$ cat src/rtl/seg7_pkg.sv
// Shared segment encodings and BCD glyph lookup for the seven-segment scan driver.
package seg7_pkg;

    localparam logic [6:0] SEG_0   = 7'h3F;
    localparam logic [6:0] SEG_1   = 7'h06;
    localparam logic [6:0] SEG_2   = 7'h5B;
    localparam logic [6:0] SEG_3   = 7'h4F;
    localparam logic [6:0] SEG_4   = 7'h66;
    localparam logic [6:0] SEG_5   = 7'h6D;
    localparam logic [6:0] SEG_6   = 7'h7D;
    localparam logic [6:0] SEG_7   = 7'h07;
    localparam logic [6:0] SEG_8   = 7'h7F;
    localparam logic [6:0] SEG_9   = 7'h6F;
    localparam logic [6:0] SEG_E   = 7'h79;
    localparam logic [6:0] SEG_OFF = 7'h00;

    localparam int SEG_A  = 0;
    localparam int SEG_B  = 1;
    localparam int SEG_C  = 2;
    localparam int SEG_D  = 3;
    localparam int SEG_E_BIT = 4;
    localparam int SEG_F  = 5;
    localparam int SEG_G  = 6;
    localparam int SEG_DP = 7;

    // Non-decimal nibbles render as 'E' so a datapath fault is visible on the panel.
    function automatic logic [6:0] bcd_to_seg(input logic [3:0] nibble);
        logic [6:0] pattern_s;
        case (nibble)
            4'd0:    pattern_s = SEG_0;
            4'd1:    pattern_s = SEG_1;
            4'd2:    pattern_s = SEG_2;
            4'd3:    pattern_s = SEG_3;
            4'd4:    pattern_s = SEG_4;
            4'd5:    pattern_s = SEG_5;
            4'd6:    pattern_s = SEG_6;
            4'd7:    pattern_s = SEG_7;
            4'd8:    pattern_s = SEG_8;
            4'd9:    pattern_s = SEG_9;
            default: pattern_s = SEG_E;
        endcase
        return pattern_s;
    endfunction

endpackage

$ cat src/rtl/seg7_scan_driver_if.sv
// Datapath-side bundle of the scan driver: display controls, BCD snapshot inputs and pin outputs.
interface seg7_scan_driver_if #(
    parameter int NUM_DIGITS = 4
);
    logic                    i_en;
    logic                    i_load;
    logic [4*NUM_DIGITS-1:0] i_bcd;
    logic [NUM_DIGITS-1:0]   i_dp;
    logic                    i_blank_lz;
    logic [7:0]              o_seg;
    logic [NUM_DIGITS-1:0]   o_digit;
    logic                    o_frame;

    modport master (
        output i_en, i_load, i_bcd, i_dp, i_blank_lz,
        input  o_seg, o_digit, o_frame
    );

    modport slave (
        input  i_en, i_load, i_bcd, i_dp, i_blank_lz,
        output o_seg, o_digit, o_frame
    );
endinterface

$ cat src/rtl/seg7_decode.sv
// Nibble-to-segment decoder with a blank override, used on the currently scanned digit.
module seg7_decode
    import seg7_pkg::*;
(
    input  logic [3:0] nibble,
    input  logic       blank,
    output logic [6:0] seg
);

    // Leading-zero blanking wins over the glyph.
    always_comb begin
        seg = SEG_OFF;
        if (blank) begin
            seg = SEG_OFF;
        end else begin
            seg = bcd_to_seg(nibble);
        end
    end

endmodule

$ cat src/rtl/seg7_scan_driver.sv
// Time-multiplexed N-digit 7-segment driver with snapshot, leading-zero blanking and frame pulse.
// Optional anti-ghosting dark gap at the start of each digit: define SEG7_GHOST_BLANK_EN.
module seg7_scan_driver
    import seg7_pkg::*;
#(
    parameter int NUM_DIGITS       = 4,
    parameter int CLK_DIV          = 50000,
    parameter bit SEG_ACTIVE_LOW   = 1'b0,
    parameter bit DIGIT_ACTIVE_LOW = 1'b0,
    parameter int BLANK_CYCLES     = 8
) (
    input  logic              i_clk,
    input  logic              i_rst,
    seg7_scan_driver_if.slave bus
);

    localparam int PW = $clog2(CLK_DIV);
    localparam int IW = $clog2(NUM_DIGITS);
    localparam logic [PW-1:0] PRESC_MAX = PW'(CLK_DIV - 1);
    localparam logic [IW-1:0] IDX_MAX   = IW'(NUM_DIGITS - 1);
    localparam logic [7:0]            SEG_INV   = {8{SEG_ACTIVE_LOW}};
    localparam logic [NUM_DIGITS-1:0] DIGIT_INV = {NUM_DIGITS{DIGIT_ACTIVE_LOW}};
    localparam logic [NUM_DIGITS-1:0] DIGIT_ONE = {{(NUM_DIGITS-1){1'b0}}, 1'b1};

    logic [4*NUM_DIGITS-1:0] bcd_r;
    logic [NUM_DIGITS-1:0]   dp_r;
    logic [PW-1:0]           presc_r;
    logic [IW-1:0]           idx_r;
    logic                    run_r;
    logic [7:0]              seg_r;
    logic [NUM_DIGITS-1:0]   digit_r;
    logic                    frame_r;

    logic [3:0]              nibble_s;
    logic                    dp_bit_s;
    logic [NUM_DIGITS-1:0]   zero_sfx_s;
    logic                    blank_s;
    logic [6:0]              seg7_s;
    logic [7:0]              seg_lit_s;
    logic [NUM_DIGITS-1:0]   digit_lit_s;
    logic                    last_tick_s;
    logic                    wrap_s;
    logic                    gap_s;

`ifdef SEG7_GHOST_BLANK_EN
    assign gap_s = (presc_r < PW'(BLANK_CYCLES));
`else
    logic [31:0] unused_blank_cycles_s;
    assign unused_blank_cycles_s = 32'(BLANK_CYCLES);
    assign gap_s = 1'b0;
`endif

    assign last_tick_s = (presc_r == PRESC_MAX);
    assign wrap_s      = last_tick_s && (idx_r == IDX_MAX);
    assign nibble_s    = bcd_r[{idx_r, 2'b00} +: 4];
    assign dp_bit_s    = dp_r[idx_r];
    assign blank_s     = bus.i_blank_lz && (idx_r != {IW{1'b0}}) && zero_sfx_s[idx_r];
    assign digit_lit_s = DIGIT_ONE << idx_r;

    // zero_sfx_s[k] is set when snapshot nibbles k..top are all zero.
    always_comb begin
        logic all_zero_s;
        all_zero_s = 1'b1;
        zero_sfx_s = {NUM_DIGITS{1'b0}};
        for (int k = NUM_DIGITS - 1; k >= 0; k--) begin
            all_zero_s    = all_zero_s && (bcd_r[4*k +: 4] == 4'd0);
            zero_sfx_s[k] = all_zero_s;
        end
    end

    seg7_decode u_decode (
        .nibble (nibble_s),
        .blank  (blank_s),
        .seg    (seg7_s)
    );

    // Logical (1 = lit) pattern for the digit being scanned; DP survives blanking.
    always_comb begin
        seg_lit_s                = 8'h00;
        seg_lit_s[SEG_G:SEG_A]   = seg7_s;
        seg_lit_s[SEG_DP]        = dp_bit_s;
    end

    // Snapshot register: the scan reads only this copy, so a frame never tears.
    always_ff @(posedge i_clk) begin
        if (i_rst) begin
            bcd_r <= {(4*NUM_DIGITS){1'b0}};
            dp_r  <= {NUM_DIGITS{1'b0}};
        end else if (bus.i_load) begin
            bcd_r <= bus.i_bcd;
            dp_r  <= bus.i_dp;
        end else begin
            bcd_r <= bcd_r;
            dp_r  <= dp_r;
        end
    end

    // Prescaler and digit index; run_r delays counting by one edge so digit 0 gets a full period.
    always_ff @(posedge i_clk) begin
        if (i_rst || !bus.i_en) begin
            presc_r <= {PW{1'b0}};
            idx_r   <= {IW{1'b0}};
            run_r   <= 1'b0;
        end else begin
            run_r <= 1'b1;
            if (run_r && last_tick_s) begin
                presc_r <= {PW{1'b0}};
                idx_r   <= (idx_r == IDX_MAX) ? {IW{1'b0}} : idx_r + IW'(1);
            end else if (run_r) begin
                presc_r <= presc_r + PW'(1);
                idx_r   <= idx_r;
            end else begin
                presc_r <= presc_r;
                idx_r   <= idx_r;
            end
        end
    end

    // Pin registers; polarity is folded in here only.
    always_ff @(posedge i_clk) begin
        if (i_rst || !bus.i_en || !run_r) begin
            seg_r   <= SEG_INV;
            digit_r <= DIGIT_INV;
            frame_r <= 1'b0;
        end else begin
            seg_r   <= gap_s ? SEG_INV   : (seg_lit_s ^ SEG_INV);
            digit_r <= gap_s ? DIGIT_INV : (digit_lit_s ^ DIGIT_INV);
            frame_r <= wrap_s;
        end
    end

    assign bus.o_seg   = seg_r;
    assign bus.o_digit = digit_r;
    assign bus.o_frame = frame_r;

endmodule
$ cat src/flat_wrapper.sv
// flat-port wrapper written by rule: the top's interface ports become plain ports
module seg7_scan_driver_flat import seg7_pkg::*;
#(
    parameter int NUM_DIGITS       = 4,
    parameter int CLK_DIV          = 50000,
    parameter bit SEG_ACTIVE_LOW   = 1'b0,
    parameter bit DIGIT_ACTIVE_LOW = 1'b0,
    parameter int BLANK_CYCLES     = 8
)
  (i_clk, i_rst, bus_i_en, bus_i_load, bus_i_bcd, bus_i_dp, bus_i_blank_lz, bus_o_seg, bus_o_digit, bus_o_frame);
  seg7_scan_driver_if #(.NUM_DIGITS(NUM_DIGITS)) bus_i ();
  input  logic i_clk;
  input  logic i_rst;
  input wire logic [$bits(bus_i.i_en)-1:0] bus_i_en;
  input wire logic [$bits(bus_i.i_load)-1:0] bus_i_load;
  input wire logic [$bits(bus_i.i_bcd)-1:0] bus_i_bcd;
  input wire logic [$bits(bus_i.i_dp)-1:0] bus_i_dp;
  input wire logic [$bits(bus_i.i_blank_lz)-1:0] bus_i_blank_lz;
  output wire logic [$bits(bus_i.o_seg)-1:0] bus_o_seg;
  output wire logic [$bits(bus_i.o_digit)-1:0] bus_o_digit;
  output wire logic [$bits(bus_i.o_frame)-1:0] bus_o_frame;
  assign bus_i.i_en = bus_i_en;
  assign bus_i.i_load = bus_i_load;
  assign bus_i.i_bcd = bus_i_bcd;
  assign bus_i.i_dp = bus_i_dp;
  assign bus_i.i_blank_lz = bus_i_blank_lz;
  assign bus_o_seg = bus_i.o_seg;
  assign bus_o_digit = bus_i.o_digit;
  assign bus_o_frame = bus_i.o_frame;
  seg7_scan_driver #(.NUM_DIGITS(NUM_DIGITS), .CLK_DIV(CLK_DIV), .SEG_ACTIVE_LOW(SEG_ACTIVE_LOW), .DIGIT_ACTIVE_LOW(DIGIT_ACTIVE_LOW), .BLANK_CYCLES(BLANK_CYCLES)) u_core (.i_clk(i_clk), .i_rst(i_rst), .bus(bus_i));
endmodule
$ cat config.mk
export PLATFORM = sky130hd
export DESIGN_NAME = seg7_scan_driver_flat
export DESIGN_NICKNAME = d
export VERILOG_FILES = /design/src/rtl/seg7_pkg.sv /design/src/rtl/seg7_scan_driver_if.sv /design/src/rtl/seg7_decode.sv /design/src/rtl/seg7_scan_driver.sv /design/src/flat_wrapper.sv
export SDC_FILE = /design/constraint.sdc
export NUM_CORES = 1
export LEC_CHECK = 0
export ABC_AREA = 1
export CAP_MARGIN = 20
export CORE_MARGIN = 4
export CORE_UTILIZATION = 45
export CTS_CLUSTER_SIZE = 14
export DETAILED_ROUTE_END_ITERATION = 8
export DONT_BUFFER_PORTS = 1
export PLACE_DENSITY = 0.7
export SYNTH_ARGS = -nofsm -noshare
export SYNTH_HDL_FRONTEND = slang
export SYNTH_SLANG_ARGS = --single-unit
$ cat constraint.sdc
create_clock -name i_clk -period 3.53 [get_ports i_clk]
set_clock_uncertainty 0.1 [all_clocks]
set_input_delay 0.353 -clock i_clk [delete_from_list [all_inputs] [get_ports i_clk]]
set_output_delay 0.353 -clock i_clk [all_outputs]
set_load 0.01 [all_outputs]
==> metrics <==
DR iter-0 viols 112; total gr overflow 0; end of the worst register-to-register path u_core.bus.o_seg[6]; final non-filler cell total 429; sequential area share after synthesis 0.4150; Synth top area share 0.4150; maximum achievable frequency 516.1 MHz; number of cells traversed by the worst hold path 1; Worst Hold Launch i_rst; startpoint-to-endpoint class of the critical path reg2reg; class of the worst hold path in2reg; most frequent cell after synthesis sky130_fd_sc_hd__nand2_1; Vert. Die Dim 82.67 µm; crit path time final 1937 ps; post-DR vias/cell 4.914; arrival time at the worst endpoint 2100 ps; clock edge transition at the registers on the reported setup and hold paths 90 ps; post-synthesis instance area 2509 µm²; Slew @ Worst Pin 641.9 ps; number of nets at the end of the flow 392; Worst Setup Start Kind flop; width of the die 82.67 µm; leakage 0.001152 µW; half-perimeter wire length after detailed placement 3729 µm; final period utilization 0.5488; worst hold-check slack 55.13 ps; dpl cells 418; Root Buffer sky130_fd_sc_hd__clkbuf_8; clock net sink count 52; required time of the worst setup path 3690 ps; antenna violations before repair 0; syn_area_per_cell 6.988 µm²; element type at the critical path end flop; number of cells on the worst reg-to-reg path 10; number of buffers inserted to repair setup after CTS 0; count of different cell masters after synthesis 30; Min-Delay Endpoint u_core.run_r; Final ANT Viol Nets 0; GR Util All Layers 0.1600; result of the run completed; initial core utilization 0.4760; number of synthesized register bits 52; depth of the CTS H-tree 2; Die ar. 6834 µm²; io pins 38; Synth Net Count 393; Cell Pwr Density 397.5 nW/µm²; ranking of synthesized cells by area sky130_fd_sc_hd__dfxtp_1 41%, sky130_fd_sc_hd__nand2_1 18%, sky130_fd_sc_hd__nor2_1 6.9%; ratio of cells with drive above 1 in the final layout 0.06964; Max Fanout on Critical Path 13; number of enable flip-flop cells after synthesis 0; 1st-pass router iterations 4; diode count 0; maximum buffer depth of the clock tree 2; aggregate routed wire length 5001 µm; clock tree from TritonCTS done; Yosys top cell by area sky130_fd_sc_hd__dfxtp_1; vias in the first global route 1881; CTS buffer count 5; Register-to-Register Setup Slack 1590 ps; layout overhead on the synthesized area 5.686%; IR Drop Worst-Case VDD 0.0002239 V; setup total negative slack 0 ps; most common library cells after synthesis 121 x sky130_fd_sc_hd__nand2_1, 52 x sky130_fd_sc_hd__dfxtp_1, 46 x sky130_fd_sc_hd__nor2_1; core outline area 5270 µm²; commonest register cell after synthesis sky130_fd_sc_hd__dfxtp_1; routability congestion estimate 0.8490; number of core rows 26; wire length per cell 11.66 µm; IO Port Bufs 0; Gate Count Post-Synth 359; Maximum Capacitance Violations 0; first-pass GRT wire length 8404 µm; pin count of the biggest net entering global routing 24; Finish-stage setup viols 0; insertion delay of the later-clocked pin in the worst-skew pair 310 ps; Max-Slew Margin vs Limit 0.5707; Synth Warn # 0; Fillers 558; RSZ-0062 raised after global routing no; Hold Fails Final Rpt 0; count of unresolved DRC violations after routing 0; total number of vias 2108; r2r startpoint u_core.idx_r[0]; fraction of registers with async set/reset 0; final number of max-transition violations 0
## final cells by class
type / instances / area, µm² / area share
multi-input combinational: 261 / 1262 / 0.4762
sequential: 52 / 1041 / 0.3926
inverter: 35 / 133.9 / 0.05050
tap: 70 / 87.58 / 0.03303
clock buffer: 6 / 82.58 / 0.03115
timing repair buffer: 3 / 30.03 / 0.01133
clock inverter: 2 / 13.76 / 0.005191
## cell families after synthesis
group,share of synthesized area
buf+inv,0.08180
fa+ha+maj,0.04489
flops,0.4150
xor+xnor,0.02095
compound gates,0.05636
simple gates,0.3811
## registers in the layout (all words and copies together) (netlist names)
name	flops
u_core.presc_r	16
u_core.bus.o_seg	8
u_core.bcd_r	16
u_core.bus.o_digit	4
u_core.idx_r	2
u_core.dp_r	4
u_core.bus.o_frame	1
u_core.run_r	1
## cell usage in the layout (no fill, tap or decap), types with 3 or more instances in the layout
cell and n:
sky130_fd_sc_hd__clkbuf_8 6, sky130_fd_sc_hd__nor3_1 6, sky130_fd_sc_hd__nand3_1 25, sky130_fd_sc_hd__dfxtp_1 52, sky130_fd_sc_hd__nand2_1 121, sky130_fd_sc_hd__dlygate4sd3_1 3
sky130_fd_sc_hd__xnor2_1 3, sky130_fd_sc_hd__nor2_1 46, sky130_fd_sc_hd__ha_1 9, sky130_fd_sc_hd__a211oi_1 3, sky130_fd_sc_hd__nand4_1 5, sky130_fd_sc_hd__xor2_1 3
sky130_fd_sc_hd__inv_1 32, sky130_fd_sc_hd__a21oi_1 20, sky130_fd_sc_hd__nand2_2 3, sky130_fd_sc_hd__nor2_2 4
## worst max path at each step
stage	start	to	cells after the start
3_3_place_gp	u_core.idx_r[0]	u_core.bus.o_seg[6]	10
5_1_grt	u_core.idx_r[0]	u_core.bus.o_seg[5]	10
6_report	u_core.idx_r[0]	u_core.bus.o_seg[6]	10
3_5_place_dp	u_core.idx_r[0]	u_core.bus.o_seg[6]	10
2_1_floorplan	u_core.idx_r[0]	u_core.bus.o_seg[6]	11
4_1_cts	u_core.idx_r[0]	u_core.bus.o_seg[6]	10
## repair_timing
action / CTS / global route
hold buffers: 2 / 1
hold endpoints to repair: 18 / 1
resized for setup: 0 / 0
## report_power, final
part	internal [µW]	leakage [µW]	switching [µW]	total [µW]
logic	27.6	0.000677	45.6	73.2
clock network	161	0.0000516	201	361
registers	605	0.000424	14.9	620
## metrics by stage
stage	total power (µW)	utilization	setup slack [ps]	instance area [µm²]
after floorplan	693.8	-	1972	2509
after global placement	699.9	0.4791	1724	2525
after detailed placement	701.5	0.4791	1619	2525
after CTS	1064	0.5012	1601	2641
after global routing	1108	0.5031	1381	2651
final	1054	0.5031	1593	2651
## per-layer routing
metal | track usage | part of all wire
met5 | 0 | 0
met4 | 0.03595 | 0.0072
met3 | 0.05315 | 0.059
met2 | 0.2468 | 0.45
met1 | 0.2166 | 0.48
## critical path: stages (launching register included)
cell and delay [ps]:
sky130_fd_sc_hd__dfxtp_1 570, sky130_fd_sc_hd__inv_2 190, sky130_fd_sc_hd__nand2_1 100, sky130_fd_sc_hd__nand3_1 70, sky130_fd_sc_hd__nand2_1 220, sky130_fd_sc_hd__inv_1 100
sky130_fd_sc_hd__ha_1 190, sky130_fd_sc_hd__nand3b_1 170, sky130_fd_sc_hd__nand3_1 90, sky130_fd_sc_hd__nand2_1 50, sky130_fd_sc_hd__inv_1 40
No activity file was read; power rests on OpenSTA's default activity.
